$ cat config.mk
export PLATFORM = sky130hd
export DESIGN_NAME = hack_alu_arbiter_flat
export DESIGN_NICKNAME = d
export VERILOG_FILES = /design/src/rtl/hack_alu_arbiter_pkg.sv /design/src/rtl/hack_alu_arbiter_if.sv /design/src/rtl/hack_alu_arbiter_alu.sv /design/src/rtl/hack_alu_arbiter.sv /design/src/flat_wrapper.sv
export SDC_FILE = /design/constraint.sdc
export NUM_CORES = 1
export LEC_CHECK = 0
export ABC_AREA = 1
export CAP_MARGIN = 25
export CORE_ASPECT_RATIO = 1.5
export CORE_MARGIN = 3
export CORE_UTILIZATION = 30
export DETAILED_ROUTE_END_ITERATION = 8
export SYNTH_ARGS = -nofsm -noshare
export SYNTH_HDL_FRONTEND = slang
export SYNTH_SLANG_ARGS = --single-unit
$ cat constraint.sdc
create_clock -name clk -period 3.5 [get_ports clk]
set_input_delay 0.35 -clock clk [delete_from_list [all_inputs] [get_ports clk]]
set_output_delay 0.35 -clock clk [all_outputs]
set_load 0.05 [all_outputs]
$ cat src/rtl/hack_alu_arbiter_pkg.sv
// hack_alu_arbiter_pkg: ALU control encodings, control-word layout and FSM states
package hack_alu_arbiter_pkg;
   typedef struct packed {
      logic zx;
      logic nx;
      logic zy;
      logic ny;
      logic f;
      logic no;
   } alu_ctrl_t;
   localparam logic [5:0] CTRL_ZERO    = 6'b101010;
   localparam logic [5:0] CTRL_ONE     = 6'b111111;
   localparam logic [5:0] CTRL_NEG1    = 6'b111010;
   localparam logic [5:0] CTRL_X       = 6'b001100;
   localparam logic [5:0] CTRL_Y       = 6'b110000;
   localparam logic [5:0] CTRL_XPLUSY  = 6'b000010;
   localparam logic [5:0] CTRL_XMINUSY = 6'b010011;
   localparam logic [5:0] CTRL_YMINUSX = 6'b000111;
   localparam logic [5:0] CTRL_XANDY   = 6'b000000;
   localparam logic [5:0] CTRL_XORY    = 6'b010101;
   typedef enum logic [1:0] {
      IDLE = 2'd0,
      EXEC = 2'd1,
      RESP = 2'd2
   } state_t;
endpackage

$ cat src/rtl/hack_alu_arbiter_if.sv
// hack_alu_arbiter_if: packed request lanes plus the shared tagged response channel
interface hack_alu_arbiter_if #(
   parameter int NUM_REQ = 2,
   parameter int ID_W    = 1
);
   logic [NUM_REQ-1:0]    req_valid;
   logic [NUM_REQ-1:0]    req_ready;
   logic [16*NUM_REQ-1:0] req_x;
   logic [16*NUM_REQ-1:0] req_y;
   logic [6*NUM_REQ-1:0]  req_ctrl;
   logic                  rsp_valid;
   logic                  rsp_ready;
   logic [ID_W-1:0]       rsp_id;
   logic [15:0]           rsp_out;
   logic                  rsp_zr;
   logic                  rsp_ng;
   logic                  busy;
   modport master (
      output req_valid, req_x, req_y, req_ctrl, rsp_ready,
      input  req_ready, rsp_valid, rsp_id, rsp_out, rsp_zr, rsp_ng, busy
   );
   modport slave (
      input  req_valid, req_x, req_y, req_ctrl, rsp_ready,
      output req_ready, rsp_valid, rsp_id, rsp_out, rsp_zr, rsp_ng, busy
   );
endinterface

$ cat src/rtl/hack_alu_arbiter_alu.sv
// hack_alu: combinational Hack ALU with zero/negate preprocessing and zr/ng flags
module hack_alu
   import hack_alu_arbiter_pkg::*;
(
   input  logic [15:0] x,
   input  logic [15:0] y,
   input  alu_ctrl_t   ctrl,
   output logic [15:0] out,
   output logic        zr,
   output logic        ng
);
   logic [15:0] xz, yz, xa, ya, fo;
   assign xz  = ctrl.zx ? 16'h0 : x;
   assign yz  = ctrl.zy ? 16'h0 : y;
   assign xa  = ctrl.nx ? ~xz : xz;
   assign ya  = ctrl.ny ? ~yz : yz;
   assign fo  = ctrl.f ? xa + ya : xa & ya;
   assign out = ctrl.no ? ~fo : fo;
   assign zr  = out == 16'h0;
   assign ng  = out[15];
endmodule

$ cat src/rtl/hack_alu_arbiter.sv
// hack_alu_arbiter: round-robin sharing of one hack_alu, one operation in flight,
// registered result returned with the owning requester id.
module hack_alu_arbiter
   import hack_alu_arbiter_pkg::*;
#(
   parameter int NUM_REQ = 2,
   parameter int ID_W    = 1
) (
   input logic               clk,
   input logic               rst,
   hack_alu_arbiter_if.slave bus
);
   state_t          state, state_nxt;
   logic [ID_W-1:0] last_grant, pick, id_r;
   logic            pick_valid;
   logic [15:0]     sel_x, sel_y, x_r, y_r, alu_out;
   logic [5:0]      sel_ctrl;
   alu_ctrl_t       ctrl_r;
   logic            alu_zr, alu_ng;
   // Scan starts just past the last winner, so the previous owner has lowest priority
   always_comb begin
      pick_valid = 1'b0;
      pick       = '0;
      sel_x      = '0;
      sel_y      = '0;
      sel_ctrl   = '0;
      for (int k = 1; k <= NUM_REQ; k++)
         for (int i = 0; i < NUM_REQ; i++)
            if (!pick_valid && i == (int'(last_grant) + k) % NUM_REQ && bus.req_valid[i]) begin
               pick_valid = 1'b1;
               pick       = ID_W'(i);
               sel_x      = bus.req_x[16*i +: 16];
               sel_y      = bus.req_y[16*i +: 16];
               sel_ctrl   = bus.req_ctrl[6*i +: 6];
            end
   end
   assign bus.req_ready = (state == IDLE && pick_valid && !rst) ? NUM_REQ'(1) << pick : '0;
   assign bus.rsp_valid = state == RESP;
   assign bus.busy      = state != IDLE;
   always_comb begin
      state_nxt = state;
      state_nxt = (state == IDLE && pick_valid)    ? EXEC :
                  (state == EXEC)                  ? RESP :
                  (state == RESP && bus.rsp_ready) ? IDLE : state;
   end
   always_ff @(posedge clk or posedge rst)
      if (rst) state <= IDLE;
      else     state <= state_nxt;
   always_ff @(posedge clk or posedge rst)
      if (rst) begin
         last_grant  <= ID_W'(NUM_REQ - 1);
         id_r        <= '0;
         x_r         <= '0;
         y_r         <= '0;
         ctrl_r      <= '0;
         bus.rsp_id  <= '0;
         bus.rsp_out <= '0;
         bus.rsp_zr  <= 1'b0;
         bus.rsp_ng  <= 1'b0;
      end else if (state == IDLE && pick_valid) begin
         last_grant <= pick;
         id_r       <= pick;
         x_r        <= sel_x;
         y_r        <= sel_y;
         ctrl_r     <= alu_ctrl_t'(sel_ctrl);
      end else if (state == EXEC) begin
         bus.rsp_id  <= id_r;
         bus.rsp_out <= alu_out;
         bus.rsp_zr  <= alu_zr;
         bus.rsp_ng  <= alu_ng;
      end
   hack_alu u_alu (
      .x   (x_r),
      .y   (y_r),
      .ctrl(ctrl_r),
      .out (alu_out),
      .zr  (alu_zr),
      .ng  (alu_ng)
   );
endmodule
$ cat src/flat_wrapper.sv
// flat-port wrapper written by rule: the top's interface ports become plain ports
module hack_alu_arbiter_flat import hack_alu_arbiter_pkg::*;
#(
   parameter int NUM_REQ = 2,
   parameter int ID_W    = 1
)
  (clk, rst, bus_req_valid, bus_req_x, bus_req_y, bus_req_ctrl, bus_rsp_ready, bus_req_ready, bus_rsp_valid, bus_rsp_id, bus_rsp_out, bus_rsp_zr, bus_rsp_ng, bus_busy);
  hack_alu_arbiter_if #(.NUM_REQ(NUM_REQ), .ID_W(ID_W)) bus_i ();
  input logic clk;
  input logic rst;
  input wire logic [$bits(bus_i.req_valid)-1:0] bus_req_valid;
  input wire logic [$bits(bus_i.req_x)-1:0] bus_req_x;
  input wire logic [$bits(bus_i.req_y)-1:0] bus_req_y;
  input wire logic [$bits(bus_i.req_ctrl)-1:0] bus_req_ctrl;
  input wire logic [$bits(bus_i.rsp_ready)-1:0] bus_rsp_ready;
  output wire logic [$bits(bus_i.req_ready)-1:0] bus_req_ready;
  output wire logic [$bits(bus_i.rsp_valid)-1:0] bus_rsp_valid;
  output wire logic [$bits(bus_i.rsp_id)-1:0] bus_rsp_id;
  output wire logic [$bits(bus_i.rsp_out)-1:0] bus_rsp_out;
  output wire logic [$bits(bus_i.rsp_zr)-1:0] bus_rsp_zr;
  output wire logic [$bits(bus_i.rsp_ng)-1:0] bus_rsp_ng;
  output wire logic [$bits(bus_i.busy)-1:0] bus_busy;
  assign bus_i.req_valid = bus_req_valid;
  assign bus_i.req_x = bus_req_x;
  assign bus_i.req_y = bus_req_y;
  assign bus_i.req_ctrl = bus_req_ctrl;
  assign bus_i.rsp_ready = bus_rsp_ready;
  assign bus_req_ready = bus_i.req_ready;
  assign bus_rsp_valid = bus_i.rsp_valid;
  assign bus_rsp_id = bus_i.rsp_id;
  assign bus_rsp_out = bus_i.rsp_out;
  assign bus_rsp_zr = bus_i.rsp_zr;
  assign bus_rsp_ng = bus_i.rsp_ng;
  assign bus_busy = bus_i.busy;
  hack_alu_arbiter #(.NUM_REQ(NUM_REQ), .ID_W(ID_W)) u_core (.clk(clk), .rst(rst), .bus(bus_i));
endmodule
Word level (Yosys, flattened, before mapping) --
Cells that the tools add are included.
Storage, ports and cells: bits in read-only memories 0, RAM bits 0, latch bits 0, memories kept 0, bits in registers 61, logic and storage cells 80, bits of input ports 81
Cells by class: add/sub/neg operators 3, divide/modulo/power cells 0, multiply operators 0, shifts and indexed selects 1, eq/ne operators 4, order comparisons 0, multiplexer cells 29, bitwise logic cells 7, reduce and logical (&&, ||, !) cells 21
Operators by type and width (number):
- $mux 16 | 14
- $logic_not 32->1 | 2
- $not 16->16 | 3
- $mux 6 | 4
- $add 16x16->16 | 1
- $and 16x16->16 | 1
- $logic_not 16->1 | 1
- $logic_and 1x1->1 | 10
- $mux 2 | 4
- $mux 1 | 7
- $eq 2x2->1 const A | 2
- $logic_not 1->1 | 4
- $reduce_bool 3->1 | 1
- $add 1x1->1 const B | 2
- $and 1x1->1 const A | 2
- $eq 2x1->1 const B | 1
- $eq 2x2->1 const B | 1
- $logic_not 2->1 | 1
- $reduce_and 2->1 | 1
- $reduce_bool 2->1 | 1
- $shl 1x1->2 const A | 1
- $not 1->1 | 1

Depth between registers and ports, before layout --
word-level depth 20, gate-level depth with buffers 21, mapped depth without buffers 20

Cells and area by module --
A second synthesis with hierarchy kept.
Unflattened totals: cell total of the unflattened synthesis 823, area total of the unflattened synthesis 5109.9 um^2
By module, submodules not included:
- hack_alu_arbiter | cells each 396, instances 1, area each 2951.6 um^2, sequential area each 1527.7 um^2
- hack_alu | cells each 427, instances 1, area each 2158.3 um^2, sequential area each 0.0 um^2

Worst setup path before layout --
Ideal clock, no wire load.
kind register to output, start point register u_core.state[1], end point output bus_req_ready[0], required time 3150 ps, arrival time 2522 ps, slack 628 ps, stages on the path, launching flop included 7, cells stage by stage dfrtp_1 -> nor2_1 -> inv_1 -> a21oi_2 -> inv_2 -> clkbuf_1 -> nor3_1
Between the ends: longest elaborated chain between the ends 4
RTL lines:
- start, declared | RTL line hack_alu_arbiter.sv:13 | state_t state, state_nxt;
- start signal, assigned | RTL line hack_alu_arbiter.sv:48 | else state <= state_nxt;
- $logic_not 2->1 | RTL line hack_alu_arbiter.sv:37 | assign bus.req_ready = (state == IDLE && pick_valid && !rst) ? NUM_REQ'(1) << pick : '0;
- $logic_and 1x1->1 (2 in series) | RTL line hack_alu_arbiter.sv:37
- $mux 2 | RTL line hack_alu_arbiter.sv:37
- end, declared | RTL line flat_wrapper.sv:16 | output wire logic [$bits(bus_i.req_ready)-1:0] bus_req_ready;
Every way passes these cells.

Worst setup path in the final report --
start point register u_core.ctrl_r[3] (netlist bit), end point register u_core.bus.rsp_zr
Between the ends: longest elaborated chain between the ends 8, elaborated cells between the ends (all ways) 9
RTL lines:
- start, declared | RTL line hack_alu_arbiter.sv:18 | alu_ctrl_t ctrl_r;
- start signal, assigned | RTL line hack_alu_arbiter.sv:65 | ctrl_r <= alu_ctrl_t'(sel_ctrl);
- $mux 16 (*) | RTL line hack_alu_arbiter_alu.sv:14 | assign yz = ctrl.zy ? 16'h0 : y;
- $not 16->16 | RTL line hack_alu_arbiter_alu.sv:16 | assign ya = ctrl.ny ? ~yz : yz;
- $mux 16 (*) | RTL line hack_alu_arbiter_alu.sv:16
- $add 16x16->16 or $and 16x16->16 (tied branches) | RTL line hack_alu_arbiter_alu.sv:17 | assign fo = ctrl.f ? xa + ya : xa & ya;
- $mux 16 (*) | RTL line hack_alu_arbiter_alu.sv:17
- $not 16->16 | RTL line hack_alu_arbiter_alu.sv:18 | assign out = ctrl.no ? ~fo : fo;
- $mux 16 (*) | RTL line hack_alu_arbiter_alu.sv:18
- $logic_not 16->1 (*) | RTL line hack_alu_arbiter_alu.sv:19 | assign zr = out == 16'h0;
- end signal, assigned | RTL line hack_alu_arbiter.sv:69 | bus.rsp_zr <= alu_zr;
- end, declared | RTL line hack_alu_arbiter_if.sv:24 | output req_ready, rsp_valid, rsp_id, rsp_out, rsp_zr, rsp_ng, busy
Mark *: on every way between the ends. The rest lies on a longest branch, timed or not. A chain may end at the register's enable or synchronous reset.

==> results.md <==
- Status: finished clean
- Pin count of the biggest net entering global routing: 61
- Clk Tree Root Cell: sky130_fd_sc_hd__clkbuf_16
- Count of endpoints failing setup in the final report: 0
- Die Footprint: 17500 µm²
- Max-cap violations: 0
- CTS clk-pin slew, worst paths: 50 ps
- CTS Hold Bufs: 0
- Delay of the slowest cell on the worst path: 450 ps
- Buffer depth of the longest clock path: 2
- Post-synthesis instance total: 713
- CP startpoint kind: register
- Proportion of layout cells with a drive suffix above 1: 8.13%
- Leftover overflow at the end of global routing: 0
- Number of library cell types mapped by synthesis: 29
- Floorplan die height: 160 µm
- Floorplan die width: 109 µm
- Kind of critical path: register to register
- ANT cells: 0
- Floorplan row count: 55
- Top Ports: 104
- Worst IR Drop VDD: 0.171 mV
- Reg2Reg Launch Point: u_core.ctrl_r[3]
- Critical Path Sink Type: register
- Vias: 4746
- Starting density of the core: 31.1%
- Number of clock buffers inserted by TritonCTS: 9
- Required time of the critical path: 3770 ps
- Clock latency reported for the late side of the worst-skew pair: 340 ps
- Leakage Power: 0.00323 µW
- Router iterations before antenna repair: 5
- Net Count, Synth: 811
- Post_cts resized: 0
- Port Buffer Count: 103
- Upper clock frequency limit: 334 MHz
- Dpl hpwl: 10800 µm
- Global placer's final weighted congestion: 0.920
- Worst min-delay path startpoint: u_core.last_grant
- Count of clock tree sinks: 60
- Post-route ant nets: 0
- Cell breakdown of the critical path: clkinv_1, nand2_1, xor2_1, inv_1, ha_1, fa_1, nand2_1, nand2_2, nand3_2, nand2_2, nand2_1, nand2_1, nand2_1, nand3_1, nand3_1, nand2_1, nor2_1, nand3_1, nand2_1
- Part of the cycle the worst path needs: 85.7%
- Final hold viol count: 0
- Post-synthesis area per instance: 6.69 µm²
- Area of the multi-input gates: 2680 µm²
- Floorplan core area: 15300 µm²
- FF+latch count, synth: 60
- Pins Over Slew Limit: 0
- Worst-case headroom to the max-slew limit: 49.4%
- CP dominant cell by count: sky130_fd_sc_hd__nand2_1
- Netlist Area Pre-Place: 4770 µm²
- Number of buffers inserted to repair setup after CTS: 0
- Number of global-route vias before repair: 4704
- Origin of the worst setup path: u_core.ctrl_r[3]
- Initial antenna violation count: 0
- Deepest level of the CTS H-tree: 3
- Filler instances: 1627
- Vias/cell: 4.69
- Minimum clock period after layout: 3000 ps
- Wire per inst: 13.4 µm
- Share of the core filled with cells in the final layout: 41.4%
- First-pass GRT wire length: 22600 µm
- Setup Total Neg Slack: 0 ps
- Synth-to-Final Area Change: 33.0%
- Hold slack final: 480 ps
- Count of yosys warnings during synthesis: 0
- Unrepaired setup endpoints after global routing: no
- DRC violation total after the first TritonRoute iteration: 209
- Critical path's top delay family: simple AND/OR/NAND/NOR gates
- Sequential element share of the synthesized area: 31.5%
- Storage cell area: 1500 µm²
- Nets: 905
- TritonCTS clock tree: built
- Routed wire length: 13500 µm
- Class of the tightest hold or removal check: register to register
- Number of buffers and inverters on the critical path: 2
- CP Data Arrival Time: 3270 ps
- Ratio of total power to cell area: 302 nW/µm²
- All-layer global routing usage: 16.2%
- Slowest cell on crit path: sky130_fd_sc_hd__fa_1
- Largest clock skew in the final design: 4.85 ps
- Maximum fanout count along the critical path: 17
- Total DRC errors in the routed layout: 0
- Slew at the pin closest to its max-slew limit: 759 ps
- Final total power: 1920 µW
==> routing by layer <==
| layer | wire length (µm) | track usage (%) | up-vias |
|---|---|---|---|
| met5 | 0 | 0 | - |
| met4 | 227 | 5.46 | 0 |
| met3 | 607 | 2.41 | 14 |
| met2 | 7210 | 29.2 | 107 |
| met1 | 5460 | 19.1 | 2144 |
| li1 | - | - | 2481 |
==> stage by stage <==
| stage | std cells | cell area, µm² | setup slack (ps) |
|---|---|---|---|
| 2_1_floorplan | 713 | 4770 | 628 |
| 3_3_place_gp | 995 | 6000 | 568 |
| 3_5_place_dp | 995 | 6000 | 502 |
| 4_1_cts | 1011 | 6350 | 495 |
| 5_1_grt | 1011 | 6350 | 242 |
| 6_report | 1011 | 6350 | 502 |
==> report_power, final <==
part           leakage, µW  internal, µW  switching, µW
Sequential        0.000819           697           6.56
Clock             0.000166           700            345
Combinational      0.00224          99.4           71.8
Total              0.00323          1500            423
==> worst paths after layout <==
check	depth (start not counted)	end	slack, ps
max in group asynchronous	3	u_core.ctrl_r[4]	2400
min	2	u_core.last_grant	480
max reg2reg	19	u_core.bus.rsp_zr	500
max	19	u_core.bus.rsp_zr	500
min reg2reg	2	u_core.last_grant	480
min in group asynchronous	3	u_core.state[0]	600
==> layout by cell type (no fill, tap or decap), types with 7 or more instances in the layout <==
cell type	count
sky130_fd_sc_hd__nor2_1	28
sky130_fd_sc_hd__inv_1	110
sky130_fd_sc_hd__xor2_1	33
sky130_fd_sc_hd__o211ai_1	35
sky130_fd_sc_hd__o21ai_0	14
sky130_fd_sc_hd__a21oi_1	11
sky130_fd_sc_hd__a31oi_1	7
sky130_fd_sc_hd__nand2_1	205
sky130_fd_sc_hd__nand3_1	109
sky130_fd_sc_hd__ha_1	16
sky130_fd_sc_hd__clkbuf_16	9
sky130_fd_sc_hd__nand2_2	9
sky130_fd_sc_hd__buf_4	14
sky130_fd_sc_hd__nand3_2	8
sky130_fd_sc_hd__clkdlybuf4s50_1	102
sky130_fd_sc_hd__dfrtp_1	59
==> cell usage after synthesis, drive strengths merged <==
| library cell | number | share of area, % |
|---|---|---|
| a21oi | 15 | 1.8 |
| a31oi | 7 | 0.92 |
| buf | 12 | 1.6 |
| clkbuf | 21 | 1.7 |
| clkinv | 3 | 0.24 |
| dfrtp | 59 | 31 |
| dfstp | 1 | 0.55 |
| fa | 1 | 0.42 |
| ha | 16 | 4.2 |
| inv | 116 | 9.1 |
| nand2 | 214 | 17 |
| nand3 | 117 | 13 |
| nand3b | 1 | 0.16 |
| nand4 | 5 | 0.66 |
| nor2 | 33 | 2.8 |
| nor3 | 2 | 0.21 |
| o211ai | 35 | 5.5 |
| o21ai | 14 | 1.5 |
| o221ai | 4 | 0.73 |
| or2 | 3 | 0.39 |
| xnor2 | 1 | 0.18 |
| xor2 | 33 | 6.1 |
==> worst min-delay path, cell delays in order (launching register included) <==
cell and delay [ps]:
sky130_fd_sc_hd__dfstp_2 380, sky130_fd_sc_hd__nand2_1 60, sky130_fd_sc_hd__nand2_1 40
==> cell type report <==
type,instances,share of cell area [%]
clock buffers,9,3.55
clock inverters,7,1.95
inverters,119,7.04
multi-input cells,501,42.1
flip-flops and latches,60,23.7
well taps,199,3.92
repair buffers,116,17.7
==> sequential cells by signal, indices dropped and copies added (netlist names) <==
register            flops
u_core.x_r             16
u_core.y_r             16
u_core.bus.rsp_out     15
u_core.ctrl_r           6
u_core.state            2
u_core.bus.rsp_id       1
u_core.bus.rsp_ng       1
u_core.bus.rsp_zr       1
u_core.id_r             1
u_core.last_grant       1
==> cell families after synthesis <==
logic type	Yosys count	synth area share, %
buffers and inverters	152	12.6
xor gates and xnor gates	34	6.24
adders and majority gates	17	4.61
DFF	60	31.5
and+or+nand+nor	375	34.6
AOI/OAI and AO/OA	75	10.4
Note: power is estimated with default switching activity, not from simulation.
